## config.mk

```make
export PLATFORM = sky130hd
export DESIGN_NAME = bit_pattern_tx
export DESIGN_NICKNAME = d
export VERILOG_FILES = /design/src/rtl/bit_pattern_tx.sv
export SDC_FILE = /design/constraint.sdc
export NUM_CORES = 1
export LEC_CHECK = 0
export CORE_MARGIN = 10
export CORE_UTILIZATION = 35
export CTS_CLUSTER_SIZE = 30
export DETAILED_ROUTE_END_ITERATION = 8
export PLACE_DENSITY = 0.63
export SYNTH_ARGS = -nofsm -noshare
export SYNTH_HDL_FRONTEND = slang
export SYNTH_SLANG_ARGS = --single-unit
export TNS_END_PERCENT = 10
```

## constraint.sdc

```tcl
create_clock -name Clk -period 3 [get_ports Clk]
set_clock_uncertainty 0.2 [all_clocks]
set_input_delay 0.6 -clock Clk [delete_from_list [all_inputs] [get_ports Clk]]
set_output_delay 0.6 -clock Clk [all_outputs]
set_load 0.02 [all_outputs]
```

## src/rtl/bit_pattern_tx.sv

```systemverilog
// bit_pattern_tx
// Serial pattern transmitter. Latches a WIDTH-bit pattern on an accepted
// start and shifts it out MSB-first on B, one bit per clock. It can repeat
// the pattern, with GAP idle bit-times between copies. After the last bit
// of the last copy it pulses done for one cycle.
//
//   state | meaning
//   ------+-----------------------------------------------------------
//   IDLE  | B=IDLE_BIT, valid=0, busy=0; start is only accepted here
//   SEND  | B carries pattern bit bit_cnt (WIDTH-1 down to 0)
//   GAP   | B=IDLE_BIT, valid=0, busy=1; gap_cnt counts down to reload
//
// Every output comes from a flop. The next-state logic reads the inputs
// only in IDLE, so no input reaches an output combinationally.
module bit_pattern_tx #(
  parameter int WIDTH    = 8,
  parameter int REP_W    = 4,
  parameter int GAP      = 1,
  parameter bit IDLE_BIT = 1'b0
) (
  input  logic             Clk,
  input  logic             Rst,
  input  logic             start,
  input  logic [WIDTH-1:0] pattern,
  input  logic [REP_W-1:0] reps,
  output logic             B,
  output logic             valid,
  output logic             busy,
  output logic             done
);

  localparam int BW = (WIDTH > 1) ? $clog2(WIDTH) : 1;
  localparam int GW = (GAP > 1) ? $clog2(GAP) : 1;

  localparam logic [BW-1:0] BIT_LAST = BW'(WIDTH - 1);
  // With GAP=0 the GAP state is unreachable. The load value is then a harmless 0.
  localparam logic [GW-1:0] GAP_LOAD = GW'((GAP > 0) ? GAP - 1 : 0);

  localparam logic [1:0] ST_IDLE = 2'd0;
  localparam logic [1:0] ST_SEND = 2'd1;
  localparam logic [1:0] ST_GAP  = 2'd2;

  logic [1:0]       state_q, state_n;
  logic [WIDTH-1:0] pat_q, pat_n;
  logic [WIDTH-1:0] shreg_q, shreg_n;
  logic [BW-1:0]    bit_cnt_q, bit_cnt_n;
  logic [REP_W-1:0] rep_cnt_q, rep_cnt_n;
  logic [GW-1:0]    gap_cnt_q, gap_cnt_n;
  logic             b_n, valid_n, busy_n, done_n;

  // Next-state and next-output logic for the sequencer.
  always_comb begin
    state_n   = state_q;
    pat_n     = pat_q;
    shreg_n   = shreg_q;
    bit_cnt_n = bit_cnt_q;
    rep_cnt_n = rep_cnt_q;
    gap_cnt_n = gap_cnt_q;
    b_n       = B;
    valid_n   = valid;
    busy_n    = busy;
    done_n    = 1'b0;

    case (state_q)
      ST_IDLE: begin
        b_n     = IDLE_BIT;
        valid_n = 1'b0;
        busy_n  = 1'b0;
        if (start) begin
          // The MSB goes out on this edge. The shifter holds the remaining bits.
          pat_n     = pattern;
          shreg_n   = pattern << 1;
          b_n       = pattern[WIDTH-1];
          valid_n   = 1'b1;
          busy_n    = 1'b1;
          bit_cnt_n = BIT_LAST;
          rep_cnt_n = (reps == '0) ? '0 : reps - REP_W'(1);
          gap_cnt_n = '0;
          state_n   = ST_SEND;
        end
      end

      ST_SEND: begin
        if (bit_cnt_q != '0) begin
          b_n       = shreg_q[WIDTH-1];
          shreg_n   = shreg_q << 1;
          bit_cnt_n = bit_cnt_q - BW'(1);
        end else if (rep_cnt_q != '0) begin
          rep_cnt_n = rep_cnt_q - REP_W'(1);
          if (GAP > 0) begin
            b_n       = IDLE_BIT;
            valid_n   = 1'b0;
            gap_cnt_n = GAP_LOAD;
            state_n   = ST_GAP;
          end else begin
            // Back-to-back copies: reload with no bubble.
            b_n       = pat_q[WIDTH-1];
            shreg_n   = pat_q << 1;
            bit_cnt_n = BIT_LAST;
          end
        end else begin
          b_n     = IDLE_BIT;
          valid_n = 1'b0;
          busy_n  = 1'b0;
          done_n  = 1'b1;
          state_n = ST_IDLE;
        end
      end

      ST_GAP: begin
        if (gap_cnt_q == '0) begin
          b_n       = pat_q[WIDTH-1];
          shreg_n   = pat_q << 1;
          bit_cnt_n = BIT_LAST;
          valid_n   = 1'b1;
          state_n   = ST_SEND;
        end else begin
          gap_cnt_n = gap_cnt_q - GW'(1);
        end
      end

      default: begin
        b_n     = IDLE_BIT;
        valid_n = 1'b0;
        busy_n  = 1'b0;
        state_n = ST_IDLE;
      end
    endcase
  end

  // State and output registers. Reset wins over everything, including start.
  always_ff @(posedge Clk) begin
    if (Rst) begin
      state_q   <= ST_IDLE;
      pat_q     <= '0;
      shreg_q   <= '0;
      bit_cnt_q <= '0;
      rep_cnt_q <= '0;
      gap_cnt_q <= '0;
      B         <= IDLE_BIT;
      valid     <= 1'b0;
      busy      <= 1'b0;
      done      <= 1'b0;
    end else begin
      state_q   <= state_n;
      pat_q     <= pat_n;
      shreg_q   <= shreg_n;
      bit_cnt_q <= bit_cnt_n;
      rep_cnt_q <= rep_cnt_n;
      gap_cnt_q <= gap_cnt_n;
      B         <= b_n;
      valid     <= valid_n;
      busy      <= busy_n;
      done      <= done_n;
    end
  end

endmodule

```

# --- Yosys cells after proc, flatten, opt, wreduce, memory -nomap -nowiden ---
# Cells that the tools add are included.
op_classes:
  bitwise_logic: 2
  muxes: 35
  n_reduce_logical: 14
  n_eq_ne: 8
  n_addsub: 4
ops:
  columns: ["op", "n"]
  rows:
  - ["$mux 8", 3]
  - ["$pmux 8 s3", 1]
  - ["$mux 4", 4]
  - ["$mux 1", 13]
  - ["$ne 2x2->1 const B", 6]
  - ["$pmux 1 s3", 4]
  - ["$reduce_and 4->1", 3]
  - ["$mux 3", 3]
  - ["$pmux 3 s3", 1]
  - ["$mux 2", 4]
  - ["$pmux 4 s2", 1]
  - ["$sub 4x1->4 const B", 2]
  - ["$pmux 2 s3", 1]
  - ["$reduce_and 3->1", 2]
  - ["$reduce_bool 3->1", 2]
  - ["$logic_not 4->1", 1]
  - ["$reduce_and 2->1", 2]
  - ["$reduce_bool 4->1", 1]
  - ["$reduce_or 3->1", 1]
  - ["$sub 3x1->3 const B", 1]
  - ["$eq 2x1->1 const B", 1]
  - ["$eq 2x2->1 const B", 1]
  - ["$logic_not 2->1", 1]
  - ["$not 1->1", 2]
  - ["other kinds (2)", 2]
word_totals:
  wordCells: 73
  in_bits: 15
  regBits: 30
  output_inout_bits: 4

# --- Depth between registers and ports, before layout ---
# Gate-level depths: netlist (run 1).
logic_depth:
  depth_word: 4
  mapped_depth: 8
  mapped_depth_nobuf: 6

# --- Worst setup path before layout (run 1) ---
# No wires, ideal clock.
synth_path:
  path_kind: "register to register"
  start: "register state_q[0]"
  end: "register shreg_q[2]"
  synth_period_minus_slack_ns: 1.938
  required_time_ns: 2.672
  setup_ns: 0.128
  t_arrival_ns: 1.611
  path_stages_with_launch: 8
  path_slack_ns: 1.062
  path_buffers: 1
  path_cell_list: "dfxtp_1 > inv_1 > ha_1 > nor2b_4 > buf_6 > a211oi_4 > mux2i_1 > nor2_1"
synth_via:
  elab_chain_len: 3
  word_cells_on_any_way: 9
  classes_between: "eq/ne: 5; mux: 1; reduce/logical: 3"
synth_lines:
  columns: ["item", "line", "text"]
  rows:
  - ["start, declared", "43", "logic [1:0] state_q, state_n;"]
  - ["start signal, assigned", "145", "state_q <= state_n;"]
  - ["$eq 2x1->1 (tied with other cells)", "64", "case (state_q)"]
  - ["$ne 2x2->1 (no line) or $reduce_bool 3->1 (tied branches)", null, null]
  - ["$reduce_and 4->1 (no line)", null, null]
  - ["end signal, assigned", "147", "shreg_q <= shreg_n;"]
  - ["end, declared", "45", "logic [WIDTH-1:0] shreg_q, shreg_n;"]
# Several ways; a longest one is shown, not always the timed one.
# A chain may end at the register's enable or synchronous reset.

# --- Worst setup path in the final report (run 1) ---
layout_path:
  start: "register state_q[1]"
  end: "register rep_cnt_q[0]"
layout_via:
  elab_chain_len: 3
  word_cells_on_any_way: 8
  classes_between: "eq/ne: 4; mux: 1; reduce/logical: 3"
layout_lines:
  columns: ["item", "line", "text"]
  rows:
  - ["$eq 2x1->1 or $logic_not 2->1 (tied branches)", "64", null]
  - ["$ne 2x2->1 (no line) or $reduce_bool 2->1 (tied branches)", null, null]
  - ["$reduce_and 4->1 (no line)", null, null]
  - ["end signal, assigned", "149", "rep_cnt_q <= rep_cnt_n;"]
  - ["end, declared", "47", "logic [REP_W-1:0] rep_cnt_q, rep_cnt_n;"]
# Several ways; a longest one is shown, not always the timed one.

==> results.cfg, run 1 <==
[synth]
synthFlopType = dfxtp_1
synth.ff_latch_count = 28
post_synth_edffs = 0
synth_fp_nets = 204
syn_area_sq_um = 1460
synth_async_sr_flop_share_pct = 0
synth.lib_cells_used.distinct = 38
yosys_warnings = 0
yosysSeqAreaShare_pct = 38.3
syn_avg_cell_area_sq_um = 8.04
syn-instance-count = 182

[clock_network]
ctsHoldBuffers = 0
clock_insertion_delay_worst_skew_ps = 280
cts_tree = built
cts_buf_count = 3
buffer_depth_of_the_longest_clock_path = 2
cts_setup_buffers = 0
cts_resized = 0
clock-root-buffer = clkbuf_8
tritoncts_sinks = 28
clock_tree.htree_level_count = 1
cts.reportedPaths.clkPinSlew_ps = 100

[die]
fp.dieArea_sq_um = 7170
floorplan.initialDensity_pct = 36.3
coreArea_sq_um = 4030
die_width_um = 84.7
fp.dieH_um = 84.7
core.rowCount = 23
design.portCount = 19

[global_routing]
first_global_vias = 1289
grt_start_max_net_pins = 19
grt_pass1_wl_um = 5940
grt_antenna_before_repair = 0
grtUsageTotal_pct = 9.78
grt.overflow.total = 0

[finish]
antenna-diode-count = 0
number_of_nets_in_the_finished_design = 219
layout.area.seq_sq_um = 561
fillerInstances = 433
final_cells = 246
final_common_cell = dfxtp_1
syn_to_final_growth_pct = 19.3
commonest_non_fill_non_tap_cells_in_the_layout = dfxtp_1, a21oi_1, nand2_1, nor2_1, clkdlybuf4s50_1
post_route_cells_drive_above_1_share_pct = 4.59
multi_input_area_sq_um = 816

[power_and_ir_drop]
combPwrFrac_pct = 46.2
p_clk_share_pct = 19.0
p_leak_uw = 0.000704
power_per_cell_area_nw_per_um2 = 906
sequentialPowerShare_pct = 34.8
vdd_drop_max_mv = 0.393
post-layout-total-power_uw = 1580
power.switching_fraction_pct = 38.8
power.switching_uw = 614
p_int_uw = 969

[placement]
global_placement_routability_congestion = 0.755
dpl_worst_slack_ps = 572
placed_cells_incl_taps = 242
post-dp-hpwl_um = 2420
port_buffers = 18

[critical_path]
critPathKind = reg2reg
timing.critical_path.to_type = register
critPathMaxFanout = 18
critical_path.startpoint_type = register
worst_ep_required_time_ps = 2950
arrival_ps = 2100
rrSetupSlack_ps = 850

[routing]
detailroute.via_count = 1301
number_of_drc_markers_in_iteration_0 = 71
drcViolationCount = 0
drtAntennaViolNets = 0
avgViaCountPerCell = 5.29
firstDrtPassIters = 4
totalWireLength_um = 3310
wl_per_cell_um = 13.4

[sta]
timing.hold.ws_ps = 262
setup_viol = 0
final_hold_viol_count = 0
slew_violations = 0
post-route-min-period_ps = 2150
max_slew_margin_pct = 61.3
fin_setup_tns_ps = 0
setup_slack_ps = 852
fin_crit_sh_pct = 71.6
unrepaired_setup_endpoints_after_global_routing = no
max_freq_mhz = 466
worst_pin_slew_ps = 578

[status]
status = finished, final reports clean

[job]
max-cap-violations = 0

[hold_path]
holdCritPathClass = reg2reg
==> per-layer routing <==
layer	global-route usage, %	share of wire (%)	vias up
met3	3.19	5.0	6
met1	11.7	51	605
met4	3.59	1.8	0
met5	0	0	-
met2	15.9	42	24
li1	-	-	666
==> cells in the mapped netlist, drive strengths merged (2+ instances only) <==
| cell | n | area share, % |
|---|---|---|
| ha | 7 | 6.0 |
| nand2 | 23 | 5.9 |
| nand3 | 3 | 1.0 |
| o21ai | 3 | 1.0 |
| a211oi | 4 | 2.9 |
| nor3 | 3 | 1.0 |
| clkbuf | 5 | 1.3 |
| and2 | 2 | 0.94 |
| inv | 10 | 2.6 |
| nor2b | 5 | 2.6 |
| nand2b | 3 | 1.3 |
| o32ai | 3 | 1.8 |
| a22oi | 6 | 3.1 |
| mux2i | 8 | 5.5 |
| dfxtp | 28 | 38 |
| buf | 5 | 1.9 |
| o31ai | 4 | 2.1 |
| a21oi | 25 | 8.5 |
| nor2 | 22 | 5.6 |
==> final timing paths <==
kind / startpoint / to / cells after the start
hold reg to reg: pat_q[1] / pat_q[1] / 2
setup reg to reg: state_q[1] / rep_cnt_q[0] / 6
setup / recovery: state_q[1] / rep_cnt_q[0] / 6
hold / removal: pat_q[1] / pat_q[1] / 2
==> through the flow <==
step / util (%) / area (sq um)
2_1_floorplan: - / 1460
6_report: 43.4 / 1750
5_1_grt: 43.4 / 1750
3_3_place_gp: 41.6 / 1680
3_5_place_dp: 41.6 / 1680
4_1_cts: 43.4 / 1750
==> registers in the layout, summed over array words and instances, names as in the netlist <==
name	cells
rep_cnt_q	4
done	1
B	1
valid	1
busy	1
bit_cnt_q	3
state_q	2
pat_q	8
shreg_q	7
==> kinds of logic after synthesis <==
group                      after synthesis  share of synthesized area, %
AOI/OAI and AO/OA                       52                          23.3
adders and majority gates                7                          5.98
buffers and inverters                   21                          5.98
DFF                                     28                          38.3
muxes                                    8                          5.47
and+or+nand+nor                         66                          20.9
==> critical path, stage by stage, from the launching register on <==
cell      delay (ps)
dfxtp_1          390
inv_1             80
ha_1             330
buf_4            260
a211oi_1         460
mux2i_1          240
nor2_1            50
==> final cells by class <==
class | instances | share of cell area [%]
multi-input cells | 133 | 46.7
repair buffers | 20 | 11.2
inverters | 11 | 2.36
flip-flops and latches | 28 | 32.1
clock inverters | 1 | 1.72
clock buffers | 3 | 2.36
well taps | 50 | 3.58
==> power by group through the flow <==
| stage | logic [uW] | registers (uW) | clock network (uW) |
|---|---|---|---|
| global route | 843 | 565 | 324 |
| finish | 732 | 550 | 301 |
| floorplan | 561 | 554 | 0 |
| CTS | 734 | 549 | 309 |
| global placement | 722 | 557 | 0 |
| detailed placement | 731 | 556 | 0 |
No activity file was read; power rests on OpenSTA's default activity.
==> run 2, diff against run 1 <==
==> constraint.sdc (replaced) <==
create_clock -name Clk -period 2.15 [get_ports Clk]
set_clock_uncertainty 0.2 [all_clocks]
set_input_delay 0.43 -clock Clk [delete_from_list [all_inputs] [get_ports Clk]]
set_output_delay 0.43 -clock Clk [all_outputs]
set_load 0.02 [all_outputs]
==> results.cfg, run 2 (synthesis results as in run 1) <==
[routing]
totalWireLength_um = 3290
route.top_layer_used = met4
met2WireLength_um = 1430
number_of_drc_markers_in_iteration_0 = 118
drtAntennaViolNets = 0
drt-met1-wl_um = 1670
drcViolationCount = 0
avgViaCountPerCell = 5.08
detailroute.via_count = 1274
wl_per_cell_um = 13.1
firstDrtPassIters = 4
met3_length_um = 170

[placement]
placement.cell_area_sq_um = 1730
global_placement_routability_congestion = 0.803
placed_cells_incl_taps = 247
post-dp-hpwl_um = 2370
port_buffers = 18

[critical_path]
worst_ep_required_time_ps = 2130
cp_slowest_stage_delay_ps = 390
cp_cell_sequence = inv_1 -> ha_1 -> buf_4 -> a211oi_4 -> buf_12 -> nor2_1 -> a311oi_1
timing.critical_path.to_type = register
critPathKind = reg2reg
critPathMaxFanout = 10
critical_path.startpoint_type = register
critical-path-slowest-cell = dfxtp_1
arrival_ps = 1990

[die]
floorplan.initialDensity_pct = 36.3
coreArea_sq_um = 4030
fp.dieArea_sq_um = 7170
die_width_um = 84.7
fp.dieH_um = 84.7
design.portCount = 19
core.rowCount = 23

[finish]
final_common_cell = dfxtp_1
largest_register_ff_count = 8
number_of_nets_in_the_finished_design = 224
post_route_cells_drive_above_1_share_pct = 6.97
largestRegisters = pat_q x8, shreg_q x7, rep_cnt_q x4
utilization_pct = 44.6
top_register = pat_q
final_cells = 251
syn_to_final_growth_pct = 22.7
commonest_non_fill_non_tap_cells_in_the_layout = dfxtp_1, a21oi_1, nand2_1, nor2_1, clkdlybuf4s50_1
fillerInstances = 430
antenna-diode-count = 0
final_cell_area_sq_um = 1800

[global_routing]
grt_pass1_wl_um = 5820
grtUsageTotal_pct = 9.47
first_global_vias = 1270
grt_start_max_net_pins = 20
grt_antenna_before_repair = 0
grt.overflow.total = 0

[sta]
post-route-min-period_ps = 2010
final_hold_viol_count = 0
setup_viol = 0
max_slew_margin_pct = 69.9
unrepaired_setup_endpoints_after_global_routing = no
fin_crit_sh_pct = 93.4
max_freq_mhz = 498
timing.hold.ws_ps = 260
worst_pin_slew_ps = 452
fin_setup_tns_ps = 0
slew_violations = 0

[clock_network]
cts.reportedPaths.clkPinSlew_ps = 100
cts_resized = 0
ctsHoldBuffers = 0
cts_buf_count = 3
cts_setup_buffers = 0
buffer_depth_of_the_longest_clock_path = 2
tritoncts_sinks = 28
clock_insertion_delay_worst_skew_ps = 270
clock_tree.htree_level_count = 1
clock-root-buffer = clkbuf_8
cts_tree = built

[power_and_ir_drop]
vdd_drop_max_mv = 0.685
power_per_cell_area_nw_per_um2 = 1280
p_leak_uw = 0.000734

[job]
max-cap-violations = 0

[status]
status = finished, final reports clean

[hold_path]
holdCritPathClass = reg2reg
==> run 2: per-layer routing <==
layer	vias to the layer above	GRT usage, %
li1	674	-
met1	572	11.9
met2	26	15.4
met3	2	3.38
met4	0	1.35
met5	-	0
==> run 2: worst max-delay path, delay by kind of cell, from the launching register on <==
kind,cells,cell delay (ps)
DFF,1,390
AOI/OAI and AO/OA,2,520
buffers and inverters,3,470
and+or+nand+nor,1,40
adders and majority gates,1,300
==> run 2: where the power goes <==
group          leakage [uW]  switching, uW  internal (uW)
clock network     0.0000357            168            249
registers          0.000231           97.6            669
logic              0.000467            607            506
==> run 2: path summary, 6_finish.rpt <==
check                                 from          to  slack, ps  depth (start not counted)
worst max register to register  state_q[1]  shreg_q[1]        140                          7
worst min register to register    pat_q[5]    pat_q[5]        260                          2
worst min-delay path              pat_q[5]    pat_q[5]        260                          2
worst max-delay path            state_q[1]  shreg_q[1]        140                          7
==> run 2: per-stage QoR <==
stage / total power, uW / setup slack, ps
floorplan: 1560 / 212
global placement: 1890 / 101
detailed placement: 1880 / 79.0
CTS: 2320 / 139
global route: 2490 / 60.5
finish: 2300 / 141
==> run 2: area by class of cell <==
type | instances | area [sq um] | area share, %
Multi-Input combinational cell | 133 | 816 | 45.4
Sequential cell | 28 | 561 | 31.2
Timing Repair Buffer | 25 | 245 | 13.6
Tap cell | 50 | 62.6 | 3.48
Clock buffer | 3 | 41.3 | 2.30
Inverter | 11 | 41.3 | 2.30
Clock inverter | 1 | 30.0 | 1.67
